## src/rtl/bf_pkg.sv

```systemverilog
// Shared Bellman-Ford constants and the result-scanner state encoding.
// The engine, the memories and the scanner all import this package.
package bf_pkg;

  localparam int BF_ADDR_W = 13;
  localparam int BF_DATA_W = 16;
  localparam int BF_DEPTH  = 8192;
  localparam logic [BF_DATA_W-1:0] BF_INF = 16'hFFFF;

  typedef enum logic [1:0] {
    ST_IDLE  = 2'd0,
    ST_SCAN  = 2'd1,
    ST_DONE  = 2'd2,
    ST_ABORT = 2'd3
  } scan_state_e;

endpackage

```

## src/rtl/bf_result_scanner_if.sv

```systemverilog
// Output Memory read port plus the result stream, as seen by the scanner.
// The master side drives the address and the stream; the slave side supplies data and ready.
interface bf_result_scanner_if
  import bf_pkg::*;
#(
  parameter int ADDR_W = BF_ADDR_W,
  parameter int DATA_W = BF_DATA_W
);

  logic [ADDR_W-1:0] OMAR;
  logic [DATA_W-1:0] OMDR;
  logic              OutValid;
  logic              OutReady;
  logic [DATA_W-1:0] OutData;
  logic [ADDR_W-1:0] OutIndex;
  logic              OutUnreachable;
  logic              OutLast;

  modport master (
    output OMAR, OutValid, OutData, OutIndex, OutUnreachable, OutLast,
    input  OMDR, OutReady
  );

  modport slave (
    input  OMAR, OutValid, OutData, OutIndex, OutUnreachable, OutLast,
    output OMDR, OutReady
  );

endinterface

```

## src/rtl/bf_scan_stats.sv

```systemverilog
// Reachable-node counter and running maximum of finite distances.
// Both are updated only on an accepted stream entry that is not unreachable.
module bf_scan_stats
  import bf_pkg::*;
#(
  parameter int ADDR_W = BF_ADDR_W,
  parameter int DATA_W = BF_DATA_W
) (
  input  logic              clock,
  input  logic              reset,
  input  logic              fire,
  input  logic              unreachable,
  input  logic [DATA_W-1:0] data,
  output logic [ADDR_W:0]   count,
  output logic [DATA_W-1:0] max_dist
);

  // NOTE: non-blocking assignments for all state, so the result never depends on statement order.
  always_ff @(posedge clock) begin
    if (reset) begin
      count    <= '0;
      max_dist <= '0;
    end else if (fire && !unreachable) begin
      count <= count + (ADDR_W+1)'(1);
      if (data > max_dist) max_dist <= data;
    end
  end

endmodule

```

## src/rtl/bf_result_scanner.sv

```systemverilog
// Walks the Output Memory after the engine finishes and streams every word with its
// index and unreachable flag; aborts without scanning if a negative cycle was reported.
module bf_result_scanner
  import bf_pkg::*;
#(
  parameter int DEPTH  = BF_DEPTH,
  parameter int ADDR_W = BF_ADDR_W,
  parameter int DATA_W = BF_DATA_W,
  parameter logic [DATA_W-1:0] INF = BF_INF
) (
  input  logic                clock,
  input  logic                reset,
  input  logic                Finish,
  input  logic                NegCycle,
  bf_result_scanner_if.master bus,
  output logic [ADDR_W:0]     ReachableCount,
  output logic [DATA_W-1:0]   MaxDistance,
  output logic                Done,
  output logic                Aborted
);

  localparam logic [ADDR_W-1:0] LAST_IDX = ADDR_W'(DEPTH - 1);

  scan_state_e       state, state_n;
  logic              finish_q;
  logic [ADDR_W-1:0] ptr;
  logic              out_valid;
  logic [DATA_W-1:0] out_data;
  logic [ADDR_W-1:0] out_index;
  logic              out_unreach;
  logic              out_last;
  logic              start, load, fire;

  assign start = Finish && !finish_q;
  assign fire  = out_valid && bus.OutReady;
  // Once the final word sits in the output register nothing more is fetched.
  assign load  = (state == ST_SCAN) && !(out_valid && out_last) && (!out_valid || bus.OutReady);

  // NOTE: state_n gets its default before the case, so no path can infer a latch.
  always_comb begin
    state_n = state;
    unique case (state)
      ST_IDLE:  if (start) state_n = NegCycle ? ST_ABORT : ST_SCAN;
      ST_SCAN:  if (fire && out_last) state_n = ST_DONE;
      ST_DONE:  state_n = ST_DONE;
      ST_ABORT: state_n = ST_ABORT;
      default:  state_n = ST_IDLE;
    endcase
  end

  always_ff @(posedge clock) begin
    if (reset) begin
      state       <= ST_IDLE;
      finish_q    <= 1'b0;
      ptr         <= '0;
      out_valid   <= 1'b0;
      out_data    <= '0;
      out_index   <= '0;
      out_unreach <= 1'b0;
      out_last    <= 1'b0;
      Done        <= 1'b0;
      Aborted     <= 1'b0;
    end else begin
      state    <= state_n;
      finish_q <= Finish;

      if (state == ST_IDLE && start && !NegCycle) begin
        ptr <= '0;
      end else if (load && ptr != LAST_IDX) begin
        ptr <= ptr + ADDR_W'(1);
      end

      if (load) begin
        out_valid   <= 1'b1;
        out_data    <= bus.OMDR;
        out_index   <= ptr;
        out_unreach <= (bus.OMDR == INF);
        out_last    <= (ptr == LAST_IDX);
      end else if (fire) begin
        out_valid <= 1'b0;
      end

      // Done rises on the edge that accepts the last entry.
      if (fire && out_last) Done <= 1'b1;
      if (state == ST_ABORT) begin
        Done    <= 1'b1;
        Aborted <= 1'b1;
      end
    end
  end

  assign bus.OMAR           = (state == ST_SCAN) ? ptr : '0;
  assign bus.OutValid       = out_valid;
  assign bus.OutData        = out_data;
  assign bus.OutIndex       = out_index;
  assign bus.OutUnreachable = out_unreach;
  assign bus.OutLast        = out_last;

  bf_scan_stats #(
    .ADDR_W (ADDR_W),
    .DATA_W (DATA_W)
  ) u_stats (
    .clock       (clock),
    .reset       (reset),
    .fire        (fire),
    .unreachable (out_unreach),
    .data        (out_data),
    .count       (ReachableCount),
    .max_dist    (MaxDistance)
  );

endmodule
```

## src/flat_wrapper.sv

```systemverilog
// flat-port wrapper written by rule: the top's interface ports become plain ports
module bf_result_scanner_flat import bf_pkg::*;
#(
  parameter int DEPTH  = BF_DEPTH,
  parameter int ADDR_W = BF_ADDR_W,
  parameter int DATA_W = BF_DATA_W,
  parameter logic [DATA_W-1:0] INF = BF_INF
)
  (clock, reset, Finish, NegCycle, ReachableCount, MaxDistance, Done, Aborted, bus_OMAR, bus_OutValid, bus_OutData, bus_OutIndex, bus_OutUnreachable, bus_OutLast, bus_OMDR, bus_OutReady);
  bf_result_scanner_if #(.ADDR_W(ADDR_W), .DATA_W(DATA_W)) bus_i ();
  input  logic clock;
  input  logic reset;
  input  logic Finish;
  input  logic NegCycle;
  output logic [ADDR_W:0] ReachableCount;
  output logic [DATA_W-1:0] MaxDistance;
  output logic Done;
  output logic Aborted;
  output wire logic [$bits(bus_i.OMAR)-1:0] bus_OMAR;
  output wire logic [$bits(bus_i.OutValid)-1:0] bus_OutValid;
  output wire logic [$bits(bus_i.OutData)-1:0] bus_OutData;
  output wire logic [$bits(bus_i.OutIndex)-1:0] bus_OutIndex;
  output wire logic [$bits(bus_i.OutUnreachable)-1:0] bus_OutUnreachable;
  output wire logic [$bits(bus_i.OutLast)-1:0] bus_OutLast;
  input wire logic [$bits(bus_i.OMDR)-1:0] bus_OMDR;
  input wire logic [$bits(bus_i.OutReady)-1:0] bus_OutReady;
  assign bus_OMAR = bus_i.OMAR;
  assign bus_OutValid = bus_i.OutValid;
  assign bus_OutData = bus_i.OutData;
  assign bus_OutIndex = bus_i.OutIndex;
  assign bus_OutUnreachable = bus_i.OutUnreachable;
  assign bus_OutLast = bus_i.OutLast;
  assign bus_i.OMDR = bus_OMDR;
  assign bus_i.OutReady = bus_OutReady;
  bf_result_scanner #(.DEPTH(DEPTH), .ADDR_W(ADDR_W), .DATA_W(DATA_W), .INF(INF)) u_core (.clock(clock), .reset(reset), .Finish(Finish), .NegCycle(NegCycle), .bus(bus_i), .ReachableCount(ReachableCount), .MaxDistance(MaxDistance), .Done(Done), .Aborted(Aborted));
endmodule
```

## config.mk

```make
export PLATFORM = sky130hd
export DESIGN_NAME = bf_result_scanner_flat
export DESIGN_NICKNAME = d
export VERILOG_FILES = /design/src/rtl/bf_pkg.sv /design/src/rtl/bf_result_scanner_if.sv /design/src/rtl/bf_scan_stats.sv /design/src/rtl/bf_result_scanner.sv /design/src/flat_wrapper.sv
export SDC_FILE = /design/constraint.sdc
export NUM_CORES = 1
export LEC_CHECK = 0
export ABC_CLOCK_PERIOD_IN_PS = 2000
export BUFFER_PORTS_ARGS = -buffer_cell sky130_fd_sc_hd__buf_2
export CAP_MARGIN = 25
export CORE_MARGIN = 8
export CORE_UTILIZATION = 45
export DETAILED_ROUTE_END_ITERATION = 8
export PLACE_DENSITY = 0.82
export SYNTH_ARGS = -nofsm -noshare
export SYNTH_HDL_FRONTEND = slang
export SYNTH_SLANG_ARGS = --single-unit
export TNS_END_PERCENT = 100
```

## constraint.sdc

```tcl
create_clock -name clock -period 2 [get_ports clock]
set_clock_uncertainty 0.1 [all_clocks]
set_input_delay 0.1 -clock clock [delete_from_list [all_inputs] [get_ports clock]]
set_output_delay 0.1 -clock clock [all_outputs]
set_load 0.03 [all_outputs]
```

==> results.cfg <==
[worst_setup_path]
max_stage_delay_ns = 0.37
critPathLaunchType = register
r2r_start = u_core.u_stats.max_dist[11]$_SDFFE_PP0P_
reg2reg_depth = 8
r2r_end = u_core.u_stats.max_dist[14]$_SDFFE_PP0P_
cpMaxStageDelayCell = dfxtp_4
r2r_setup_slack_ns = 0.003
cp.arrival_ns = 2.18
worstPathRequired_ns = 2.18
critical_path_class = register to register
worstPathMaxFanout = 7
endpoint_kind = register
path_cells = inv_4 -> ha_4 -> nand4_1 -> nor4_2 -> a21boi_2 -> o31a_4 -> buf_12 -> mux2i_1

[cts]
worstSkewPairLatency_ns = 0.36
cts_buffers = 9
cts_tree = built
clk_path_buf_depth = 2
path_clk_slew_ns = 0.08
root_buffer = clkbuf_8
cts.sinks = 80
cts-htree-levels = 3

[sta]
fmax_mhz = 501
setup_viol = 0
hold_ws_ns = 0.118
period_share = 0.999
timing.slew.headroom = 0.658
hold_viol_final = 0
worst_pin_slew_ns = 0.514
layout_min_cycle_time_ns = 2.00
rsz0062_at_grt = yes
maxSlewViolCount = 0

[synth]
synth-seq-cells = 80
synth-edff-count = 0
ys_seq_area_frac = 0.414
synthesis.area_sq_um = 3870
netlist_instances = 454
synth_warnings = 0
avgSynthCellArea_sq_um = 8.52
yosysTopAreaCell = dfxtp_1
synth_area_leaders = dfxtp_1 (41%), nand2_1 (7.6%), ha_1 (7.1%)
synthFlopType = dfxtp_1
ys_types = 43
yosysTopAreaCellShare = 0.414
netlist_top_cells_count = dfxtp_1 (80), nand2_1 (78), a21oi_1 (46)
synth.most_common_cell = dfxtp_1
syn_nets = 497
synthArstFlopShare = 0

[global_route]
antenna_found_initial = 0
grt_start_max_net_pins = 61
grt_pass1_wl_microns = 16900
grt_use_met2 = 0.313
grt_pass1_vias = 3585
busiest_layer = met2
grt_use_met1 = 0.193
grt_util_all_layers = 0.178
globalRouteOverflowTotal = 0
met3_usage = 0.0461

[job]
maxCapViolations = 0

[power_and_ir_drop]
p_per_area_nw_per_um2 = 909
power_w = 0.00462
ir_drop_mv = 0.452
p_leak_nw = 2.16

[drt]
drc_errors = 0
final_antenna_net_count = 0
first_pass_iters = 5
wire_per_inst_microns = 15.6
vias = 3595
routed_wl_microns = 10800
viasPerCell = 5.18
drt_iter0_drc = 184

[placement]
placed_area_sq_um = 4610
hpwl_microns = 7640
gp_congestion = 0.888
port_buffers = 97

[min_path]
min_path_cells = 3
hp-start = reset
hold_class = input port to register
min_to = u_core.bus.OutData[5]$_SDFFE_PP0P_

[finish]
utilization = 0.597
area_growth_pct = 31.3
finalInstanceArea_sq_um = 5080
fill_cells = 741
layout-drive-gt1-share = 0.291
nNetsFinal = 623

[run_status]
status = complete, no violations

[floorplanning]
die_x_microns = 109
rows = 34
core_area_sq_um = 8510
die_h_microns = 109
start_util = 0.455
die_area_sq_um = 11800
pin_count = 98
-- per-layer routing --
metal	vias to the layer above	wire length, microns
li1	1772	-
met1	1671	4310
met2	119	5500
met3	33	676
met4	0	342
met5	-	0
-- worst max-delay path: cells and delay by family, from the launching register on --
kind	cells	cell delay, ns
flops	1	0.37
buf+inv	2	0.17
simple gates	2	0.41
mux	1	0.21
fa+ha+maj	1	0.26
compound gates	2	0.39
-- worst max-delay path by stage --
stage | to | slack (ns) | from | depth (start not counted)
global placement | u_core.u_stats.max_dist[14]$_SDFFE_PP0P_ | 0.08 | u_core.u_stats.max_dist[9]$_SDFFE_PP0P_ | 8
global route | u_core.u_stats.max_dist[7]$_SDFFE_PP0P_ | -0.11 | u_core.u_stats.max_dist[11]$_SDFFE_PP0P_ | 8
CTS | u_core.u_stats.max_dist[14]$_SDFFE_PP0P_ | -0.02 | u_core.u_stats.max_dist[11]$_SDFFE_PP0P_ | 8
floorplan | u_core.u_stats.max_dist[6]$_SDFFE_PP0P_ | 0.003 | u_core.u_stats.max_dist[3]$_SDFFE_PP0P_ | 8
detailed placement | u_core.u_stats.max_dist[14]$_SDFFE_PP0P_ | -0.01 | u_core.u_stats.max_dist[9]$_SDFFE_PP0P_ | 8
finish | u_core.u_stats.max_dist[14]$_SDFFE_PP0P_ | 0.003 | u_core.u_stats.max_dist[11]$_SDFFE_PP0P_ | 8
-- layout by cell type (no fill, tap or decap), drive strengths merged, types with 2 or more instances in the layout --
master / instances
nand2: 78
a21boi: 3
and2: 14
nand4: 13
o21ai: 6
dlygate4sd3: 19
dfxtp: 80
nand2b: 33
a21oi: 46
ha: 22
and3: 5
nor3: 5
inv: 26
clkbuf: 14
o211ai: 3
buf: 115
a21o: 2
nor2: 30
nand3: 6
and4: 3
mux2i: 19
nor2b: 3
or3: 3
xnor2: 8
xor2: 11
nor4: 4
-- through the flow --
step | setup WS (ns) | TNS [ns] | instances
4_1_cts | -0.0228 | -0.0369 | 689
6_report | 0.00294 | 0 | 694
5_1_grt | -0.111 | -1.23 | 693
2_1_floorplan | 0.00333 | 0 | 454
3_5_place_dp | -0.0115 | -0.0141 | 654
3_3_place_gp | 0.0756 | 0 | 654
-- cell families after synthesis --
group	synth area share
AO/OA/AOI/OAI	0.104
XOR/XNOR	0.0430
adder cells (fa/ha/maj)	0.0712
buffers and inverters	0.0517
flip-flops	0.414
multiplexers	0.0492
AND/OR/NAND/NOR	0.267
-- power by group --
group	switching, W	internal [W]	total (W)
registers	0.000129	0.00172	0.00185
logic	0.000957	0.000614	0.00157
clock network	0.000586	0.000612	0.00120
total	0.00167	0.00295	0.00462
-- registers in the layout (all words and copies together) (netlist names), 2 cells and up --
register / count
u_core.bus.OutData: 16
u_core.u_stats.max_dist: 16
u_core.u_stats.count: 14
u_core.bus.OutIndex: 13
u_core.ptr: 13
u_core.state: 2
-- layout make-up --
type / count / area, sq um / area share
inverters: 25 / 96.3 / 0.0190
clock buffers: 13 / 149 / 0.0293
clock inverters: 3 / 41.3 / 0.00813
well taps: 108 / 135 / 0.0266
multi-input cells: 329 / 2130 / 0.420
diodes: 1 / 2.50 / 0.000493
flip-flops and latches: 80 / 1660 / 0.326
repair buffers: 135 / 865 / 0.170
-- what timing repair did --
item                                   4_1_cts  5_1_grt
hold buffers                                19        0
gates cloned                                 0        1
endpoints found under the hold margin       19        0
setup endpoints to repair                    4       21
pin swaps                                    0        1
resized for setup                            2        6
setup buffers                                0        3
No activity file was read; power rests on OpenSTA's default activity.
